`config.mk`:
```
export PLATFORM = sky130hd
export DESIGN_NAME = ex_wb_stage
export DESIGN_NICKNAME = d
export VERILOG_FILES = /design/src/rtl/ex_wb_stage.sv
export SDC_FILE = /design/constraint.sdc
export NUM_CORES = 1
export LEC_CHECK = 0
export ABC_AREA = 1
export ABC_CLOCK_PERIOD_IN_PS = 1600
export CAP_MARGIN = 40
export CORE_AREA = 4 4 117 147
export DETAILED_ROUTE_END_ITERATION = 6
export DIE_AREA = 0 0 121 151
export GPL_TIMING_DRIVEN = 0
export MAX_ROUTING_LAYER = met4
export PLACE_DENSITY = 0.76
export SLEW_MARGIN = 40
export SYNTH_ARGS = -nofsm -noshare
export SYNTH_HDL_FRONTEND = slang
export SYNTH_SLANG_ARGS = --single-unit
```
`constraint.sdc`:
```
create_clock -name clk -period 1.6 [get_ports clk]
set_input_delay 0.24 -clock clk [delete_from_list [all_inputs] [get_ports clk]]
set_output_delay 0.24 -clock clk [all_outputs]
set_load 0.005 [all_outputs]
```
`src/rtl/ex_wb_stage.sv`:
```
// ex_wb_stage: write-back buffer between the execute stage and the register file.
//
// Execute results are decoded into {addr, data, byte_en} and held in a 2-entry
// in-order FIFO. The head entry drives the register-file write port. There is
// always one cycle of latency: an accept into an empty FIFO does not bypass it.
//
// Ports:
//   clk, reset_n        clock, asynchronous active-low reset
//   ex_valid/ex_ready   execute-side handshake (ex_ready depends on state only)
//   ex_result [0:63]    result word, bit 0 is the MSB
//   ex_rd, ex_ppp       destination address and byte-participation field
//   ex_wren             instruction writes the register file
//   rf_wr_en/rf_ready   register-file write handshake
//   rf_wr_addr/data     head entry address and data
//   rf_byte_en [0:7]    head entry byte enables, bit k covers data bits [8k:8k+7]
//   wb_count            occupied entries (0..2)
//
// Optional build macro EX_WB_FWD_EN adds a combinational forwarding lookup:
//   fwd_addr in; fwd_hit, fwd_data, fwd_byte_en out (all zero on a miss).
module ex_wb_stage #(
    parameter int unsigned ADDR_W = 5
) (
    input  logic              clk,
    input  logic              reset_n,
    input  logic              ex_valid,
    output logic              ex_ready,
    input  logic [0:63]       ex_result,
    input  logic [ADDR_W-1:0] ex_rd,
    input  logic [2:0]        ex_ppp,
    input  logic              ex_wren,
    output logic              rf_wr_en,
    input  logic              rf_ready,
    output logic [ADDR_W-1:0] rf_wr_addr,
    output logic [0:63]       rf_wr_data,
    output logic [0:7]        rf_byte_en,
    output logic [1:0]        wb_count
`ifdef EX_WB_FWD_EN
    ,
    input  logic [ADDR_W-1:0] fwd_addr,
    output logic              fwd_hit,
    output logic [0:63]       fwd_data,
    output logic [0:7]        fwd_byte_en
`endif
);

    logic [ADDR_W-1:0] addr_q [2];
    logic [ADDR_W-1:0] addr_d [2];
    logic [0:63]       data_q [2];
    logic [0:63]       data_d [2];
    logic [0:7]        be_q   [2];
    logic [0:7]        be_d   [2];
    logic              wptr_q, wptr_d;
    logic              rptr_q, rptr_d;
    logic [1:0]        count_q, count_d;

    logic [0:7] dec_be;
    logic       push;
    logic       pop;

    // Leftmost literal bit is byte 0 (the most significant byte of the result).
    always_comb begin
        dec_be = 8'b0000_0000;
        case (ex_ppp)
            3'b000:  dec_be = 8'b1111_1111;
            3'b001:  dec_be = 8'b1111_0000;
            3'b010:  dec_be = 8'b0000_1111;
            3'b011:  dec_be = 8'b1010_1010;
            3'b100:  dec_be = 8'b0101_0101;
            default: dec_be = 8'b0000_0000;
        endcase
    end

    assign ex_ready = (count_q != 2'd2);
    assign rf_wr_en = (count_q != 2'd0);

    // Transfers that do not write anything are accepted and dropped.
    assign push = ex_valid && ex_ready && ex_wren && (dec_be != 8'b0000_0000);
    assign pop  = rf_wr_en && rf_ready;

    always_comb begin
        addr_d  = addr_q;
        data_d  = data_q;
        be_d    = be_q;
        wptr_d  = wptr_q;
        rptr_d  = rptr_q;
        count_d = count_q;
        if (push) begin
            addr_d[wptr_q] = ex_rd;
            data_d[wptr_q] = ex_result;
            be_d[wptr_q]   = dec_be;
            wptr_d         = ~wptr_q;
        end
        if (pop) begin
            rptr_d = ~rptr_q;
        end
        case ({push, pop})
            2'b10:   count_d = count_q + 2'd1;
            2'b01:   count_d = count_q - 2'd1;
            default: count_d = count_q;
        endcase
    end

    always_ff @(posedge clk or negedge reset_n) begin
        if (!reset_n) begin
            for (int i = 0; i < 2; i++) begin
                addr_q[i] <= '0;
                data_q[i] <= '0;
                be_q[i]   <= '0;
            end
            wptr_q  <= 1'b0;
            rptr_q  <= 1'b0;
            count_q <= 2'd0;
        end else begin
            addr_q  <= addr_d;
            data_q  <= data_d;
            be_q    <= be_d;
            wptr_q  <= wptr_d;
            rptr_q  <= rptr_d;
            count_q <= count_d;
        end
    end

    // Outputs are zeroed while empty so stale popped entries never show.
    assign rf_wr_addr = rf_wr_en ? addr_q[rptr_q] : '0;
    assign rf_wr_data = rf_wr_en ? data_q[rptr_q] : '0;
    assign rf_byte_en = rf_wr_en ? be_q[rptr_q]   : '0;
    assign wb_count   = count_q;

`ifdef EX_WB_FWD_EN
    // Youngest entry sits just behind the write pointer; the older one is the head.
    logic yng_idx;
    assign yng_idx = ~wptr_q;

    always_comb begin
        fwd_hit     = 1'b0;
        fwd_data    = '0;
        fwd_byte_en = '0;
        if ((count_q != 2'd0) && (addr_q[yng_idx] == fwd_addr)) begin
            fwd_hit     = 1'b1;
            fwd_data    = data_q[yng_idx];
            fwd_byte_en = be_q[yng_idx];
        end else if ((count_q == 2'd2) && (addr_q[rptr_q] == fwd_addr)) begin
            fwd_hit     = 1'b1;
            fwd_data    = data_q[rptr_q];
            fwd_byte_en = be_q[rptr_q];
        end
    end
`endif

endmodule

```
==> summary.txt <==
max-slew headroom at the worst pin = 55.2%
clock tree from TritonCTS = built
sequential cell area fraction in the yosys report = 52.5%
total clock sinks = 150
final WL = 26900 um
register area = 0.00376 mm2
Mapped Nets = 994
ratio of final minimum period to clock period = 121%
overall overflow remaining after global route = 0
final net count = 1237
antenna violations before repair = 0
final setup skew = 0.00536 ns
kind of end point of the critical path = output pin
Critical Path Source Type = flip-flop
slowest stage cell, crit path = sky130_fd_sc_hd__dfrtp_2
mapped cell area = 0.00715 mm2
crit-path cells = buf_12 -> buf_8 -> clkbuf_16 -> nand2_4 -> a21oi_2 -> buf_2
Syn. warnings = 0
fill cell total of the finished layout = 1071
standard-cell rows = 52
minimum setup slack in the final design = -0.344 ns
worst ir drop on vdd = 0.998 mV
area of the multi-input gates = 0.00409 mm2
HPWL after detailed placement = 14300 um
wire length of the first global-routing pass = 36000 um
Core Footprint = 0.0159 mm2
peak fanout along the critical path = 6
Final Max Tran Viols = 0
worst-margin pin slew = 0.672 ns
total power divided by cell area = 2050 mW/mm2
First DRT Iteration DRCs = 644
max frequency = 514 MHz
width of the die = 121 um
total I/O pin count = 158
DRC = 0
largest net degree at the start of global routing = 77
Non-Filler Instances = 1387
area of the die = 0.0183 mm2
data arrival at the endpoint of the critical path = 1.70 ns
Post-Route Setup TNS = -21.36 ns
height of the chip = 151 um
IO Port Bufs = 157
Detailed Routing Iterations Pass 1 = 5
crit-path max cell delay = 0.48 ns
last weighted congestion value of the routability-driven placer = 0.822
Clock transition at path regs = 0.06 ns
flops & latches, synth = 150
cell count after synthesis = 916
final hold violations = 0
combined global-route utilization of all metal layers = 25.8%
max-cap violations = 0
diode insertion count for antenna repair = 0
average wire length per cell after detail routing = 19.4 um
vias in the first global route = 7058
area delta synth->final = 66.1%
mean post-synth cell area = 7.80 um2
overall power of the completed layout = 0.0243 W
via count = 7722
CTS H-tree depth = 4
RSZ-0062 raised after global routing = true
leading cell type in the layout, fill and taps excluded = sky130_fd_sc_hd__nand2_1
Leak Pwr = 5.83 nW
maximum buffer depth of the clock tree = 2
class of the most critical setup path = flip-flop to output pin
Unique masters post-synth = 18
min cycle time layout = 1.94 ns
latest clock arrival within the worst-skew pair = 0.42 ns
status = finished, violations left
leading cell types in the layout, fill and taps excluded = sky130_fd_sc_hd__nand2_1, sky130_fd_sc_hd__dfrtp_1, sky130_fd_sc_hd__nand3_1
detailed-route vias per instance = 5.57
Final setup violation count = 119
starting utilization of the core area = 44.9%
fraction of layout instances using a drive strength above 1 = 42.4%
buffer cell driving the clock tree root = sky130_fd_sc_hd__clkbuf_16
antenna-violating nets left = 0
violated checks = setup timing
class of the most critical hold timing path = input port to asynchronous set/reset pin
data required time at the worst endpoint = 1.36 ns
count of placed standard cells including taps = 1291
TritonCTS Buffers = 17
[metal layers]
metal,track usage (%),up-vias,wire [um]
met2,43.2,373,14100
met4,10.5,0,1190
met3,4.26,90,1520
li1,-,3437,-
met1,31.2,3822,10100
met5,-,-,0
[cell type report]
| cell class | instances | share of cell area, % |
|---|---|---|
| clock buffer | 21 | 4.05 |
| tap | 216 | 2.28 |
| inverter | 9 | 0.390 |
| multi-input combinational | 684 | 34.4 |
| sequential | 150 | 31.6 |
| buffer | 67 | 6.60 |
| clock inverter | 10 | 0.811 |
| timing repair inverter | 1 | 0.0632 |
| timing repair buffer | 229 | 19.8 |
[sequential cells by signal (all words and copies together), names as in the netlist]
name	flops
wptr_q	1
rptr_q	1
wb_count	2
data_q	128
be_q	8
addr_q	10
[worst max-delay path: cells and delay by family (launching register included)]
kind | cells | cell delay (ns)
and+or+nand+nor | 1 | 0.05
AOI/OAI and AO/OA | 1 | 0.16
buffers and inverters | 4 | 0.59
DFF | 1 | 0.48
[final timing paths]
kind	from	end	slack (ns)	depth (start not counted)
min reg2reg	data_q[85]	data_q[85]	0.47	2
max reg2reg	wb_count[0]	wb_count[1]	-0.14	12
max in group asynchronous	reset_n	rptr_q	0.69	3
min in group clk	ex_result[50]	data_q[13]	0.40	3
min	reset_n	data_q[41]	0.25	2
max	rptr_q	rf_wr_addr[2]	-0.34	6
[repair_timing]
action	4_1_cts	5_1_grt
setup endpoints to repair	142	221
cloned	5	16
setup buffers	44	9
pin swaps	37	115
hold endpoints to repair	109	0
gates resized for setup	556	271
hold buffers	1	0
[power breakdown]
part           total, W  internal (W)  switching, W
Clock           0.00392       0.00230       0.00161
Sequential      0.00704       0.00560       0.00145
Combinational    0.0134       0.00636       0.00700
[synth_stat cells, drive strengths merged]
| library cell | instances | area [um2] |
|---|---|---|
| nand3 | 148 | 746 |
| clkbuf | 25 | 93.8 |
| dfrtp | 150 | 3750 |
| nand2 | 447 | 1680 |
| a21oi | 78 | 390 |
| buf | 49 | 388 |
| xor2 | 1 | 8.76 |
| nor2 | 5 | 21.3 |
| inv | 9 | 33.8 |
| xnor2 | 2 | 17.5 |
| or2 | 1 | 6.26 |
| ha | 1 | 12.5 |
[through the flow]
step | setup WS, ns | hold WS, ns | util (%) | instance area (um2)
finish | -0.344 | 0.253 | 74.5 | 11900
global route | -0.382 | 0.264 | 74.5 | 11900
CTS | -0.340 | 0.240 | 66.1 | 10500
detailed placement | -0.741 | 0.0886 | 56.9 | 9070
global placement | -5.75 | 0.453 | 56.5 | 9010
floorplan | 0.00152 | -0.0556 | - | 7170
[kinds of logic (layout without fill, tap and decap cells)]
family                   after synthesis  count (layout)  share of synthesized area [%]
flip-flops                           150             150                           52.5
AND/OR/NAND/NOR                      601             602                           34.3
XOR/XNOR                               3               3                          0.368
AO/OA/AOI/OAI                         78              78                           5.46
adder cells (fa/ha/maj)                1               1                          0.175
buffers and inverters                 83             337                           7.21
No activity file was read; power rests on OpenSTA's default activity.
